$ cat config.mk
export PLATFORM = sky130hd
export DESIGN_NAME = i4003_chain
export DESIGN_NICKNAME = d
export VERILOG_FILES = /design/src/rtl/i4003_chain.sv
export SDC_FILE = /design/constraint.sdc
export NUM_CORES = 1
export LEC_CHECK = 0
export BUFFER_PORTS_ARGS = -buffer_cell sky130_fd_sc_hd__buf_2
export CAP_MARGIN = 20
export CORE_MARGIN = 1
export CORE_UTILIZATION = 30
export CTS_BUF_LIST = sky130_fd_sc_hd__clkbuf_4 sky130_fd_sc_hd__clkbuf_8
export DETAILED_ROUTE_END_ITERATION = 8
export PLACE_DENSITY = 0.56
export SKIP_CTS_REPAIR_TIMING = 1
export SLEW_MARGIN = 25
export SYNTH_ARGS = -nofsm -noshare
export SYNTH_HDL_FRONTEND = slang
export SYNTH_SLANG_ARGS = --single-unit
$ cat constraint.sdc
create_clock -name i_sysclk -period 1.11 [get_ports i_sysclk]
set_input_delay 0.111 -clock i_sysclk [delete_from_list [all_inputs] [get_ports i_sysclk]]
set_output_delay 0.111 -clock i_sysclk [all_outputs]
set_load 0.02 [all_outputs]
$ cat src/rtl/i4003_chain.sv
// i4003_chain: STAGES cascaded WIDTH-bit i4003-style shift registers, all in
// the sysclk domain. The shift clock is sampled and edge-detected, so a rising
// edge on i_cp causes exactly one shift.
//
// Optional feature: define I4003_CHAIN_LATCH_EN to add an output latch. The
// latch is loaded from the shift register on a rising edge of i_strobe, and
// o_parallel_out then shows the latch instead of the live register.
//
// Ports:
//   i_sysclk       system clock (only clock)
//   i_reset        synchronous, active-high reset
//   i_cp           shift clock, sampled; rising edge = one shift
//   i_serial_in    bit shifted into position 0
//   i_enable       output enable; low forces o_parallel_out to 0
//   i_strobe       (I4003_CHAIN_LATCH_EN only) latch strobe, edge-detected
//   o_parallel_out registered parallel view (N = WIDTH*STAGES bits)
//   o_serial_out   top bit of the chain, sr[N-1]
//   o_bit_count    shifts taken modulo N
//   o_frame_done   one-cycle pulse after the Nth shift of a frame
module i4003_chain #(
    parameter int WIDTH  = 10,
    parameter int STAGES = 1,
    parameter int CNT_W  = ($clog2(WIDTH*STAGES) < 1) ? 1 : $clog2(WIDTH*STAGES)
) (
    input  logic                    i_sysclk,
    input  logic                    i_reset,
    input  logic                    i_cp,
    input  logic                    i_serial_in,
    input  logic                    i_enable,
`ifdef I4003_CHAIN_LATCH_EN
    input  logic                    i_strobe,
`endif
    output logic [WIDTH*STAGES-1:0] o_parallel_out,
    output logic                    o_serial_out,
    output logic [CNT_W-1:0]        o_bit_count,
    output logic                    o_frame_done
);
    localparam int               N    = WIDTH * STAGES;
    localparam logic [CNT_W-1:0] LAST = CNT_W'(N - 1);

    logic             r_cp_q;
    logic [N-1:0]     r_sr;
    logic [N-1:0]     r_po;
    logic [CNT_W-1:0] r_cnt;
    logic             r_fd;

    logic             w_shift_ev;
    logic             w_last;
    logic [N-1:0]     w_po_src;

    assign w_shift_ev = i_cp & ~r_cp_q;
    assign w_last     = (r_cnt == LAST);

    // The edge detector keeps sampling through reset so that a shift clock
    // already high at reset release is not mistaken for a fresh edge.
    always_ff @(posedge i_sysclk) begin
        r_cp_q <= i_cp;
    end

`ifdef I4003_CHAIN_LATCH_EN
    logic         r_strobe_q;
    logic [N-1:0] r_lt;
    logic         w_strobe_ev;

    assign w_strobe_ev = i_strobe & ~r_strobe_q;

    always_ff @(posedge i_sysclk) begin
        r_strobe_q <= i_strobe;
    end

    // Captures the register value before any coincident shift lands.
    always_ff @(posedge i_sysclk) begin
        if (i_reset) begin
            r_lt <= '0;
        end else if (w_strobe_ev) begin
            r_lt <= r_sr;
        end
    end

    assign w_po_src = r_lt;
`else
    assign w_po_src = r_sr;
`endif

    // The stages share one N-bit vector, so each stage's top bit feeds the
    // next stage's bit 0 without explicit wiring.
    always_ff @(posedge i_sysclk) begin
        if (i_reset) begin
            r_sr  <= '0;
            r_cnt <= '0;
            r_fd  <= 1'b0;
            r_po  <= '0;
        end else begin
            if (w_shift_ev) begin
                r_sr  <= {r_sr[N-2:0], i_serial_in};
                r_cnt <= w_last ? '0 : r_cnt + CNT_W'(1);
            end
            r_fd <= w_shift_ev & w_last;
            r_po <= i_enable ? w_po_src : '0;
        end
    end

    assign o_parallel_out = r_po;
    assign o_serial_out   = r_sr[N-1];
    assign o_bit_count    = r_cnt;
    assign o_frame_done   = r_fd;

endmodule

==> flow_summary.ini <==
[power_and_ir_drop]
combPwrFrac_pct = 4.9
p_leak_nw = 0.4596
finalPower_w = 0.001684
vdd_drop_max_v = 0.0009642
p_int_w = 0.001347
seqPwrFrac_pct = 56.7
p_sw_share_pct = 20.00
power_frac_clock_pct = 38.4
switchingPower_w = 0.0003368
p_per_area_mw_per_mm2 = 1543

[floorplanning]
coreArea_mm2 = 0.002590
initial_core_util_pct = 33.00
fp-row-count = 18
dieArea_mm2 = 0.003066
dieWidth_um = 55.37
fp.dieH_um = 55.37
ios = 21

[timing]
skew_ns = 0.005268
hold_viol = 0
rsz0062_at_grt = true
slew_viol_final = 0
tightest_slew_ns = 0.5392
period_share_pct = 105.8
fin_ws_ns = -0.06414
setup_viol = 2
max_freq_mhz = 851.7
slew_headroom_pct = 63.98
period_minus_slack_ns = 1.174

[yosys]
synth_nets = 94
syn-instance-count = 89
synthDistinctLibCells = 20
post_synth.cell_area_avg_um2 = 9.602
syn_area_um2 = 854.6
yosys_warnings = 0
synth_seq_cells = 26
synth-seq-area-share_pct = 60.91

[grt]
grt_usage_pct = 10.43
grt_max_degree = 16
grt_overflow_total = 0
grt_pass1_vias = 583
grt_pass1_wl_mm = 2.504
antenna_found_initial = 0

[clocking]
tritoncts = yes
clk_pin_slew_worst_paths_ns = 0.13
cts.htree.levels = 1
cts_root_buf = clkbuf_4
cts_num_sinks = 26
insertion_delay_ns = 0.33
cts-buffers-inserted = 3
clock_path_buffers = 2

[worst_setup_path]
crit_fanout = 4
rrSetupSlack_ns = -0.06
crit_start = r_cp_q
crit_type = reg2reg
required_ns = 1.32
crit_path_start_kind = register
cp-end-kind = register
r2r-start = r_cp_q
crit_arrival_ns = 1.39

[routing]
viasPerCell = 4.549
wl_per_cell_um = 10.33
dr.pass1.iters = 4
drt_wl_total_mm = 1.488
vias = 655
antenna_left = 0
drtIter0Drc = 2
remaining_drc_errors = 0

[final_layout]
nets = 120
drive_gt1_share_pct = 27.19
area_growth_pct = 27.67
most-common-layout-cells = dfxtp_1, nand2_1, buf_2
insertedDiodeCount = 0
final_common_cell = dfxtp_1
final_core_util_pct = 42.13

[status]
status = finished with violations
violations = setup timing

[placed_design]
portBuffers = 20
routabilityCongestion = 0.7040

[hold_path]
min-delay-start = i_reset
hold_path_class = in2reg

[job]
drv_cap = 0
path summary, 6_finish.rpt:
kind / cells past startpoint / end
setup / recovery: 3 / o_bit_count[3]
hold / removal: 3 / o_bit_count[1]
setup reg to reg: 3 / o_bit_count[3]
hold reg to reg: 2 / r_sr[4]
state kept, by name, indices dropped and copies added, names as in the netlist:
signal	cells
o_parallel_out	10
o_frame_done	1
r_cp_q	1
r_sr	10
o_bit_count	4
cell usage after synthesis, drive strengths merged:
master  number  area share, %
and2b        1           0.88
nor2         2           0.88
or3          1           0.73
clkbuf       3            1.3
nand2b       1           0.73
and3b        1            1.0
nand3b       1           0.88
and2        10            7.3
xor2         1            1.0
buf          1           0.59
nand2       21            9.2
dfxtp       26             61
nand4        1           0.73
xnor2        1            1.0
a221oi       1            1.0
nor4b        1            1.0
nor2b        3            2.2
nand4b       1            1.0
a21oi       12            7.5
through the flow:
stage	setup TNS (ns)	instances	worst slack [ns]	hold WS, ns	instance area [um2]
2_1_floorplan	0	89	0.008330	0.1387	857.1
3_3_place_gp	0	137	0.04599	0.2649	1006
3_5_place_dp	-0.06693	137	-0.04617	0.2801	1006
4_1_cts	-0.1056	141	-0.06251	-0.08182	1059
5_1_grt	-0.1957	144	-0.09337	0.1357	1091
6_report	-0.1087	144	-0.06414	0.1529	1091
per-layer routing:
metal	global-route usage [%]	wire [um]
met5	0	0
met4	3.214	13
met3	4.918	87
met2	18.42	759
met1	10.90	627
cell families after synthesis:
| kind of cell | share of synthesized area (%) |
|---|---|
| AOI/OAI and AO/OA | 8.492 |
| buffers and inverters | 1.903 |
| and+or+nand+nor | 26.65 |
| DFF | 60.91 |
| xor gates and xnor gates | 2.050 |
area by class of cell:
| type | instances | area (um2) |
|---|---|---|
| fill | 258 | 1499 |
| sequential | 26 | 525.5 |
| multi-input combinational | 59 | 317.8 |
| clock buffer | 3 | 22.52 |
| tap | 30 | 37.54 |
| timing repair buffer | 25 | 157.7 |
| clock inverter | 1 | 30.03 |
critical path, cell delays in order, from the launching register on:
cell and delay, ns:
dfxtp_2 0.35, nand3b_1 0.22, a221oi_1 0.37, a21oi_1 0.12
power by group through the flow:
stage / Clock (W) / Combinational [W] / Sequential, W
floorplan: 0 / 0.0000376 / 0.000980
global placement: 0 / 0.0000741 / 0.000973
detailed placement: 0 / 0.0000757 / 0.000974
CTS: 0.000678 / 0.0000756 / 0.000954
global route: 0.000719 / 0.0000906 / 0.000957
finish: 0.000647 / 0.0000823 / 0.000955
Power figures use the tool's default switching activity.
